**config.mk**
```make
export PLATFORM = sky130hd
export DESIGN_NAME = brick_hit_arbiter_flat
export DESIGN_NICKNAME = d
export VERILOG_FILES = /design/src/rtl/brick_pkg.sv /design/src/rtl/brick_hit_arbiter_if.sv /design/src/rtl/rr_arbiter.sv /design/src/rtl/brick_hit_arbiter.sv /design/src/flat_wrapper.sv
export SDC_FILE = /design/constraint.sdc
export NUM_CORES = 1
export LEC_CHECK = 0
export BUFFER_PORTS_ARGS = -buffer_cell sky130_fd_sc_hd__buf_2
export CORE_ASPECT_RATIO = 1.75
export CORE_UTILIZATION = 48
export DETAILED_ROUTE_END_ITERATION = 12
export HOLD_SLACK_MARGIN = 0.08
export PLACE_DENSITY = 0.87
export SYNTH_ARGS = -nofsm -noshare
export SYNTH_HDL_FRONTEND = slang
export SYNTH_HIERARCHICAL = 1
export SYNTH_SLANG_ARGS = --single-unit
```
**constraint.sdc**
```tcl
create_clock -name clk -period 2.6 [get_ports clk]
set_input_delay 0.26 -clock clk [delete_from_list [all_inputs] [get_ports clk]]
set_output_delay 0.26 -clock clk [all_outputs]
set_load 0.02 [all_outputs]
```
**src/rtl/brick_pkg.sv**
```systemverilog
// Shared types and constants for the brick hit arbiter.
// Holds the brick-map geometry, the map type indexed [row][col], the
// arbiter FSM state enum and a popcount helper for the live-brick counter.
package brick_pkg;

  localparam int unsigned MATRIX_ROWS = 10;
  localparam int unsigned MATRIX_COLS = 10;
  localparam int unsigned COORD_W     = 11;
  localparam int unsigned COUNT_W     = 7;
  localparam int unsigned SCORE_W     = 8;
  localparam int unsigned CELLS       = MATRIX_ROWS * MATRIX_COLS;

  typedef logic [0:MATRIX_ROWS-1][MATRIX_COLS-1:0] brick_matrix_t;

  typedef enum logic [1:0] {
    IDLE   = 2'd0,
    CALC   = 2'd1,
    UPDATE = 2'd2
  } arb_state_t;

  // Number of live bricks in a map.
  function automatic logic [COUNT_W-1:0] count_bricks(input brick_matrix_t m);
    logic [CELLS-1:0]   flat;
    logic [COUNT_W-1:0] cnt;
    flat = m;
    cnt  = '0;
    for (int i = 0; i < int'(CELLS); i++) begin
      cnt = cnt + COUNT_W'(flat[i]);
    end
    return cnt;
  endfunction

endpackage

```
**src/rtl/brick_hit_arbiter_if.sv**
```systemverilog
// Missile hit request/response bundle.
// master: requester side (drives hitReq, hitX, hitY; sees hitAck, hitValid)
// slave : arbiter side
// With BRICK_HIT_SCORE_EN defined the bundle also carries hitScore
// (per-requester 8-bit saturating score, driven by the arbiter).
interface brick_hit_arbiter_if
  import brick_pkg::*;
#(
  parameter int unsigned NUM_REQ = 2
);

  logic [NUM_REQ-1:0]              hitReq;
  logic [NUM_REQ-1:0][COORD_W-1:0] hitX;
  logic [NUM_REQ-1:0][COORD_W-1:0] hitY;
  logic [NUM_REQ-1:0]              hitAck;
  logic [NUM_REQ-1:0]              hitValid;
`ifdef BRICK_HIT_SCORE_EN
  logic [NUM_REQ-1:0][SCORE_W-1:0] hitScore;

  modport master (output hitReq, hitX, hitY, input hitAck, hitValid, hitScore);
  modport slave  (input hitReq, hitX, hitY, output hitAck, hitValid, hitScore);
`else
  modport master (output hitReq, hitX, hitY, input hitAck, hitValid);
  modport slave  (input hitReq, hitX, hitY, output hitAck, hitValid);
`endif

endinterface

```
**src/rtl/rr_arbiter.sv**
```systemverilog
// Combinational round-robin selector.
// req    : request vector
// ptr    : index with highest priority this round
// grant  : index of the first set request at or after ptr (wrapping)
// anyReq : at least one request set
module rr_arbiter #(
  parameter int unsigned NUM_REQ = 2,
  parameter int unsigned IDX_W   = (NUM_REQ > 1) ? $clog2(NUM_REQ) : 1
) (
  input  logic [NUM_REQ-1:0] req,
  input  logic [IDX_W-1:0]   ptr,
  output logic [IDX_W-1:0]   grant,
  output logic               anyReq
);

  int unsigned idx;

  // Walk from ptr upward; the first set request wins.
  always_comb begin
    grant  = '0;
    anyReq = 1'b0;
    idx    = 0;
    for (int unsigned k = 0; k < NUM_REQ; k++) begin
      idx = (32'(ptr) + k) % NUM_REQ;
      if (!anyReq && req[IDX_W'(idx)]) begin
        grant  = IDX_W'(idx);
        anyReq = 1'b1;
      end
    end
  end

endmodule

```
**src/rtl/brick_hit_arbiter.sv**
```systemverilog
// Brick hit arbiter: serialises missile hit requests onto a 10x10 brick map.
// A round-robin winner is latched in IDLE, its cell is located in CALC and
// the brick is cleared (if present) in UPDATE, giving one hit per 3 cycles.
// Ports:
//   clk, reset        : clock, synchronous active-high reset
//   bus (slave)       : hitReq/hitX/hitY in, hitAck/hitValid out
//   matrixTopLeftX/Y  : pixel origin of the brick map
//   levelLoad         : reloads INIT_MATRIX and aborts any hit in flight
//   brickMatrix       : live brick map [row][col]
//   bricksLeft        : number of live bricks
//   busy              : FSM not in IDLE
// Optional: BRICK_HIT_SCORE_EN adds per-requester saturating hitScore on bus.
module brick_hit_arbiter
  import brick_pkg::*;
#(
  parameter int unsigned   NUM_REQ      = 2,
  parameter int unsigned   BRICK_WIDTH  = 32,
  parameter int unsigned   BRICK_HEIGHT = 32,
  parameter brick_matrix_t INIT_MATRIX  = '1
) (
  input  logic               clk,
  input  logic               reset,
  brick_hit_arbiter_if.slave bus,
  input  logic [COORD_W-1:0] matrixTopLeftX,
  input  logic [COORD_W-1:0] matrixTopLeftY,
  input  logic               levelLoad,
  output brick_matrix_t      brickMatrix,
  output logic [COUNT_W-1:0] bricksLeft,
  output logic               busy
);

  localparam int unsigned IDX_W  = (NUM_REQ > 1) ? $clog2(NUM_REQ) : 1;
  localparam int unsigned COL_SH = $clog2(BRICK_WIDTH);
  localparam int unsigned ROW_SH = $clog2(BRICK_HEIGHT);
  localparam int unsigned OFS_W  = COORD_W + 1;
  localparam int unsigned CELL_W = 4;
  localparam logic [COUNT_W-1:0] INIT_COUNT = count_bricks(INIT_MATRIX);

  arb_state_t           state_q, state_d;
  logic [IDX_W-1:0]     rr_ptr_q;
  logic [IDX_W-1:0]     grant;
  logic                 any_req;
  logic [IDX_W-1:0]     winner_q;
  logic [COORD_W-1:0]   x_q, y_q;
  logic [OFS_W-1:0]     dx_c, dy_c, col_c, row_c;
  logic                 in_range_c;
  logic [CELL_W-1:0]    row_q, col_q;
  logic                 in_range_q;
  logic                 brick_hit_c;
  brick_matrix_t        matrix_q;
  logic [COUNT_W-1:0]   left_q;
  logic [NUM_REQ-1:0]   ack_q, valid_q;
  logic                 busy_q;

  rr_arbiter #(
    .NUM_REQ (NUM_REQ),
    .IDX_W   (IDX_W)
  ) u_rr (
    .req    (bus.hitReq),
    .ptr    (rr_ptr_q),
    .grant  (grant),
    .anyReq (any_req)
  );

  // Signed offsets from the map origin; a set MSB means left of / above it.
  assign dx_c       = {1'b0, x_q} - {1'b0, matrixTopLeftX};
  assign dy_c       = {1'b0, y_q} - {1'b0, matrixTopLeftY};
  assign col_c      = dx_c >> COL_SH;
  assign row_c      = dy_c >> ROW_SH;
  assign in_range_c = !dx_c[OFS_W-1] && !dy_c[OFS_W-1] &&
                      (col_c <= OFS_W'(MATRIX_COLS - 1)) &&
                      (row_c <= OFS_W'(MATRIX_ROWS - 1));

  // row_q/col_q are only meaningful when in_range_q is set.
  assign brick_hit_c = in_range_q && matrix_q[row_q][col_q];

  // State register.
  always_ff @(posedge clk) begin
    if (reset) state_q <= IDLE;
    else       state_q <= state_d;
  end

  // Next state; levelLoad forces IDLE, aborting any hit in flight.
  always_comb begin
    state_d = state_q;
    case (state_q)
      IDLE:    if (any_req) state_d = CALC;
      CALC:    state_d = UPDATE;
      UPDATE:  state_d = IDLE;
      default: state_d = IDLE;
    endcase
    if (levelLoad) state_d = IDLE;
  end

  // Datapath: latch winner, locate cell, update map and acknowledge.
  always_ff @(posedge clk) begin
    if (reset) begin
      rr_ptr_q   <= '0;
      winner_q   <= '0;
      x_q        <= '0;
      y_q        <= '0;
      row_q      <= '0;
      col_q      <= '0;
      in_range_q <= 1'b0;
      matrix_q   <= INIT_MATRIX;
      left_q     <= INIT_COUNT;
      ack_q      <= '0;
      valid_q    <= '0;
      busy_q     <= 1'b0;
    end else begin
      busy_q  <= (state_d != IDLE);
      ack_q   <= '0;
      valid_q <= '0;
      if (levelLoad) begin
        matrix_q <= INIT_MATRIX;
        left_q   <= INIT_COUNT;
      end else begin
        case (state_q)
          IDLE: begin
            if (any_req) begin
              winner_q <= grant;
              x_q      <= bus.hitX[grant];
              y_q      <= bus.hitY[grant];
            end
          end
          CALC: begin
            row_q      <= CELL_W'(row_c);
            col_q      <= CELL_W'(col_c);
            in_range_q <= in_range_c;
          end
          UPDATE: begin
            ack_q[winner_q] <= 1'b1;
            rr_ptr_q <= (32'(winner_q) == NUM_REQ - 1) ? '0 : winner_q + IDX_W'(1);
            if (brick_hit_c) begin
              matrix_q[row_q][col_q] <= 1'b0;
              left_q                 <= left_q - COUNT_W'(1);
              valid_q[winner_q]      <= 1'b1;
            end
          end
          default: ;
        endcase
      end
    end
  end

`ifdef BRICK_HIT_SCORE_EN
  logic [NUM_REQ-1:0][SCORE_W-1:0] score_q;

  // Saturating per-requester score; survives levelLoad.
  always_ff @(posedge clk) begin
    if (reset) begin
      score_q <= '0;
    end else if (!levelLoad && state_q == UPDATE && brick_hit_c &&
                 score_q[winner_q] != '1) begin
      score_q[winner_q] <= score_q[winner_q] + SCORE_W'(1);
    end
  end

  assign bus.hitScore = score_q;
`endif

  assign bus.hitAck   = ack_q;
  assign bus.hitValid = valid_q;
  assign brickMatrix  = matrix_q;
  assign bricksLeft   = left_q;
  assign busy         = busy_q;

endmodule
```
**src/flat_wrapper.sv**
```systemverilog
// flat-port wrapper written by rule: the top's interface ports become plain ports
module brick_hit_arbiter_flat import brick_pkg::*;
#(
  parameter int unsigned   NUM_REQ      = 2,
  parameter int unsigned   BRICK_WIDTH  = 32,
  parameter int unsigned   BRICK_HEIGHT = 32,
  parameter brick_matrix_t INIT_MATRIX  = '1
)
  (clk, reset, matrixTopLeftX, matrixTopLeftY, levelLoad, brickMatrix, bricksLeft, busy, bus_hitReq, bus_hitX, bus_hitY, bus_hitAck, bus_hitValid);
  brick_hit_arbiter_if #(.NUM_REQ(NUM_REQ)) bus_i ();
  input  logic clk;
  input  logic reset;
  input  logic [COORD_W-1:0] matrixTopLeftX;
  input  logic [COORD_W-1:0] matrixTopLeftY;
  input  logic levelLoad;
  output brick_matrix_t brickMatrix;
  output logic [COUNT_W-1:0] bricksLeft;
  output logic busy;
  input wire logic [$bits(bus_i.hitReq)-1:0] bus_hitReq;
  input wire logic [$bits(bus_i.hitX)-1:0] bus_hitX;
  input wire logic [$bits(bus_i.hitY)-1:0] bus_hitY;
  output wire logic [$bits(bus_i.hitAck)-1:0] bus_hitAck;
  output wire logic [$bits(bus_i.hitValid)-1:0] bus_hitValid;
  assign bus_i.hitReq = bus_hitReq;
  assign bus_i.hitX = bus_hitX;
  assign bus_i.hitY = bus_hitY;
  assign bus_hitAck = bus_i.hitAck;
  assign bus_hitValid = bus_i.hitValid;
  brick_hit_arbiter #(.NUM_REQ(NUM_REQ), .BRICK_WIDTH(BRICK_WIDTH), .BRICK_HEIGHT(BRICK_HEIGHT), .INIT_MATRIX(INIT_MATRIX)) u_core (.clk(clk), .reset(reset), .bus(bus_i), .matrixTopLeftX(matrixTopLeftX), .matrixTopLeftY(matrixTopLeftY), .levelLoad(levelLoad), .brickMatrix(brickMatrix), .bricksLeft(bricksLeft), .busy(busy));
endmodule
```
==> Word level (Yosys, flattened, before mapping) <==
Cells that the tools add are included.
W data, S select, Z words.
{ "word_totals": {"regBits": 147, "in_bits": 71, "out_inout_bits": 112, "wordCells": 93} }
{ "classes": {"add_sub_neg": 5, "n_lt_le_gt_ge": 11, "n_eq_ne": 2, "muxes": 27, "bitwise": 6, "reduce_logical": 20} }
{ "op_table": {"columns": ["cell", "n"], "rows": [
  ["$and A100 B100 Y100", 1],
  ["$not A100 Y100", 1],
  ["$mux W11", 4],
  ["$bmux W10 S4", 1],
  ["$demux W10 S4", 1],
  ["$mux W10", 3],
  ["$sub A11 B11 Y12", 2],
  ["$le A7 B4 Y1 const B", 2],
  ["$mux W1", 12],
  ["$logic_and A1 B1 Y1", 8],
  ["$lt A1 B2 Y1 const B", 4],
  ["$sub A7 B1 Y7 const B", 1],
  ["$reduce_and A2 Y1", 3],
  ["$ge A5 B5 Y1 const B", 1],
  ["$lt A4 B5 Y1 const B", 1],
  ["$lt A5 B1 Y1 const B", 1],
  ["$not A4 Y5", 1],
  ["$bmux W1 S4", 1],
  ["$demux W1 S4", 1],
  ["$ge A4 B1 Y1 const B", 1],
  ["$mux W2", 2],
  ["$pmux W2 S2", 1],
  ["$reduce_or A4 Y1", 1],
  ["$logic_not A1 Y1", 3],
  ["other kinds (11)", 14]
]} }

==> Logic depth before layout (Yosys ltp) <==
{ "logic_depth": {"word_depth": 10, "ltp_mapped": 13, "ltp_nobuf": 10} }

==> Cells and area by module <==
The synthesis kept the hierarchy.
{ "by_module_without_submodules": {"columns": ["mod", "instances", "cells_each", "area_per_inst_um2", "seq_area_each_um2"], "rows": [
  ["brick_hit_arbiter", 1, 772, 6887.9, 2942.8],
  ["rr_arbiter", 1, 3, 17.5, 0.0]
]} }

==> Worst setup path before layout <==
No wires, ideal clock.
{ "synth_path": {"path_type": "register to register", "startpoint": "register u_core.row_q[0]", "endpoint": "register u_core.matrix_q (netlist bit u_core/brickMatrix[2])", "setup_ps": 66, "arrival_time_ps": 2493, "required_ps": 2534, "slack_ps": 41, "path_stages_with_launch": 13, "path_buffers": 4, "synth_period_minus_slack_ps": 2559, "path_cell_list": "dfxtp_1 > buf_6 > buf_6 > mux4_2 > mux2i_1 > o211ai_1 > and3_1 > a41oi_2 > nand2_4 > buf_6 > and4b_1 > buf_6 > a21oi_2"} }
{ "synth_between": {"elab_chain_len": 8, "elab_cells_between_ends": 15, "classes_between": "order compare (2); mux (7); bitwise (3); reduce/logical (3)"} }
{ "synth_lines": {"columns": ["element", "line_no", "text"], "rows": [
  ["start, declared", "brick_hit_arbiter.sv:47", "logic [CELL_W-1:0] row_q, col_q;"],
  ["start signal, assigned", "brick_hit_arbiter.sv:127", "row_q <= CELL_W'(row_c);"],
  ["$not A4 Y5 (implied by the code) (*)", "brick_hit_arbiter.sv:75, brick_hit_arbiter.sv:135", null],
  ["$bmux W10 S4", "brick_hit_arbiter.sv:75", "assign brick_hit_c = in_range_q && matrix_q[row_q][col_q];"],
  ["$mux W10 (implied by the code) (2 in a row)", "brick_hit_arbiter.sv:75", null],
  ["$bmux W1 S4", "brick_hit_arbiter.sv:75", null],
  ["$mux W1 (implied by the code)", "brick_hit_arbiter.sv:75", null],
  ["$logic_and A1 B1 Y1", "brick_hit_arbiter.sv:75", null],
  ["$reduce_and A2 Y1 (no line)", null, null],
  ["end signal, assigned", "brick_hit_arbiter.sv:105", "matrix_q <= INIT_MATRIX;"],
  ["end signal, assigned", "brick_hit_arbiter.sv:115", "matrix_q <= INIT_MATRIX;"],
  ["end signal, assigned by index", "brick_hit_arbiter.sv:135", "matrix_q[row_q][col_q] <= 1'b0;"],
  ["end, declared", "brick_hit_arbiter.sv:50", "brick_matrix_t matrix_q;"]
]} }
Every way passes the cells marked *; elsewhere a longest branch is shown, timed or not. The select of a mux whose other input is x is not followed.
A chain may end at the register's enable or synchronous reset.

==> Worst setup path after layout <==
{ "layout_path": {"startpoint": "register u_core.row_q[0]", "endpoint": "register u_core.matrix_q (netlist bit u_core/brickMatrix[57])"} }
The elaborated chain is that of the path after synthesis.

==> flow_metrics.tcl <==
set metrics [dict create \
    crit_chain "buf_6 -> mux4_2 -> mux2i_1 -> o211ai_1 -> and3_4 -> a41oi_4 -> nand2_2 -> nor4b_4 -> buf_4 -> a21oi_2" \
    fp.dieH_um 161 \
    worstSkewPairLatency_ns 0.43 \
    initialDrtViolationCount 664 \
    clock_tree.root_cell "clkbuf_16" \
    slew-limit-headroom 0.396 \
    grt_pass1_vias 6726 \
    final-instance-count-excl-fill 1173 \
    final.period_utilization 1.09 \
    min_path_type "input port to flip-flop" \
    num_antenna_cells 0 \
    critPathRequiredTime_ns 2.92 \
    gp_congestion 0.924 \
    critPathKind "flip-flop to flip-flop" \
    post_drt_via_cell_ratio 5.97 \
    syn-cell-area_sq_um 6910 \
    place_hpwl_mm 15.3 \
    final_core_utilization 0.665 \
    worst_setup_hold_path_clk_slew_ns 0.06 \
    worst_path_largest_cell_delay_ns 0.50 \
    tightest_slew_ns 0.903 \
    htree_num_levels 4 \
    setup_ws_final_ns -0.235 \
    drt_drc_violations_left 0 \
    synth_enable_flop_cells 0 \
    synthDominantAreaCellType "dfxtp_1" \
    category_of_the_worst_setup_path_capture_point "flip-flop" \
    clock.fmax_ghz 0.353 \
    synth_compound_gate_area_share 0.177 \
    total_of_flip_flops_plus_latches_after_synthesis 147 \
    global_route.usage.total 0.288 \
    initial_core_util 0.494 \
    dieWidth_um 92.7 \
    cts-buffers-inserted 17 \
    yosys_warnings 6 \
    drt_pre_antenna_iters 5 \
    critPathTopFamily "multiplexers" \
    synth_top_flop_cell "dfxtp_1" \
    drive_above_1_share 0.385 \
    tritoncts_num_sinks 147 \
    synth_seq_area_share 0.426 \
    synth.lib_cells_used.distinct 59 \
    post_synth_mux_area_share 0.122 \
    preCtsSetupSlack_ns -0.190 \
    syn_nets 867 \
    critical_path.max_fanout 8 \
    async_reset_ff_frac 0 \
    flow.area_growth_from_synthesis_pct 34.6 \
    initial_antenna_violation_count 0 \
    share_of_the_synthesized_netlist_area_taken_by_xor_and_xnor_gates 0.0127 \
    finish.net_count 1075 \
    grt-ovfl-total 0 \
    drt_wl_total_mm 23.0 \
    number_of_routed_nets_with_antenna_violations 0 \
    critPathArrivalTime_ns 3.16 \
    power.ir.vdd_worst_mv 0.627 \
    synthesis.instances 775 \
    layout.filler_cells 1054 \
    core.rowCount 57 \
    synth_top_family_by_area "compound AO/OA/AOI/OAI gates" \
    finalCriticalPeriod_ns 2.83 \
    grt_start_max_net_pins 49 \
    tritoncts "yes" \
    grt_pass1_wl_mm 33.3 \
    die-area_sq_um 14900 \
    avgRoutedWirePerCell_um 19.6 \
    setup-violations-final 51 \
    synth.area.top_cells "dfxtp_1 43%, nor2_1 7.2%, mux2i_1 7.1%" \
    via_count 7001 \
    cellLeakagePower_nw 3.55 \
    timing.max_cap.violations 0 \
    cp.buffers_inverters 2 \
    totalNegativeSetupSlack_ns -2.36 \
    finClkSkew_ns 0.0141 \
    synth-adder-area-share 0.0381 \
    hold_viol_final 0 \
    violated_checks "setup timing" \
    drv_slew 0 \
    slowest_stage "mux4_2" \
    cell_count_after_placement 1137 \
    critPathLaunchType "flip-flop" \
    synth_top_cell_area_share 0.426 \
    count_of_boundary_i_o_pins 183 \
    cts.path.max_buffers 2 \
    fraction_of_the_mapped_netlist_area_in_simple_logic_gates 0.174 \
    port_buffers 182 \
    power.density_nw_per_um2 604 \
    final_common_cell "buf_2" \
    top_library_cells_by_usage_in_the_layout_fill_and_taps_aside "182 x buf_2, 145 x dfxtp_1, 131 x nor2_1" \
    avgSynthCellArea_sq_um 8.91 \
    cts-hold-fix-buffers 0 \
    rsz0062_at_grt "true" \
    core_area_sq_um 14000 \
    result_of_the_run "finished, violations left" \
]
## area by class of cell
type	instances	area, sq um	area share
flip-flops and latches	147	2950	0.317
clock buffers	17	425	0.0458
inverters	30	113	0.0121
clock inverters	15	228	0.0245
repair buffers	239	1420	0.153
well taps	177	221	0.0238
multi-input cells	548	3940	0.424
## sequential cells by signal, indices dropped and copies added (netlist names)
register             flops
u_core/col_q             4
u_core/winner_q          1
u_core/x_q              11
u_core/row_q             4
u_core/state_q           2
u_core/bricksLeft        7
u_core/rr_ptr_q          1
u_core/busy              1
u_core/bus.hitAck        2
u_core/y_q              11
u_core/bus.hitValid      2
u_core/brickMatrix     100
u_core/in_range_q        1
## routing by layer
layer,track usage,share of wire
met1,0.283,0.33
met2,0.519,0.52
met3,0.0677,0.081
met4,0.206,0.064
met5,0,0
## power breakdown
group	switching [mW]	leakage (nW)	total (mW)	internal (mW)
clock	1.03	0.315	2.74	1.71
combinational	0.316	2.04	0.555	0.240
sequential	0.0297	1.20	2.32	2.29
total	1.37	3.55	5.62	4.24
## cell usage after synthesis, types with 4 or more instances
cell / number
a211oi_1: 31
a21oi_1: 97
a21oi_2: 10
buf_1: 4
buf_2: 8
buf_6: 4
clkbuf_1: 32
dfxtp_1: 147
ha_1: 21
inv_1: 30
mux2i_1: 49
mux4_2: 15
nand2_1: 51
nand2b_1: 5
nand3b_1: 5
nand4_1: 4
nor2_1: 132
nor3_1: 15
nor4b_4: 4
o211ai_1: 4
o21ai_0: 34
o22ai_1: 6
or3_1: 7
xnor2_1: 7
## cells by family after synthesis
group / count (synthesis)
flip-flops: 147
adder cells (fa/ha/maj): 21
AND/OR/NAND/NOR: 250
multiplexers: 65
buffers and inverters: 81
AO/OA/AOI/OAI: 201
XOR/XNOR: 10
## tightest hold or removal path, delay by kind of cell
family / cells / cell delay, ns
mux: 1 / 0.11
compound gates: 1 / 0.08
buf+inv: 1 / 0.09
## path summary, 6_finish.rpt
path	from	to	cells after the start	slack, ns
min	bus_hitY[5]	u_core/y_q[5]$_SDFFE_PP0P_	3	0.17
max	u_core/row_q[0]$_SDFFE_PP0P_	u_core/brickMatrix[57]$_SDFFE_PP1P_	10	-0.23
max reg2reg	u_core/row_q[0]$_SDFFE_PP0P_	u_core/brickMatrix[57]$_SDFFE_PP1P_	10	-0.23
min reg2reg	u_core/brickMatrix[29]$_SDFFE_PP1P_	u_core/brickMatrix[29]$_SDFFE_PP1P_	2	0.48
## through the flow
| stage | hold WS (ns) | cell area [sq um] | power (mW) |
|---|---|---|---|
| finish | 0.171 | 9300 | 5.62 |
| global route | 0.181 | 9300 | 5.76 |
| detailed placement | 0.467 | 8260 | 2.89 |
| global placement | 0.460 | 8260 | 2.87 |
| CTS | 0.166 | 9020 | 5.58 |
| floorplan | 0.410 | 6910 | 2.72 |
## what timing repair did
action / CTS / global route
setup endpoints to repair: 87 / 87
pin swaps: 9 / 11
gates cloned: 1 / 0
gates resized for setup: 21 / 69
setup buffers: 3 / 1
No activity file was read; power rests on OpenSTA's default activity.
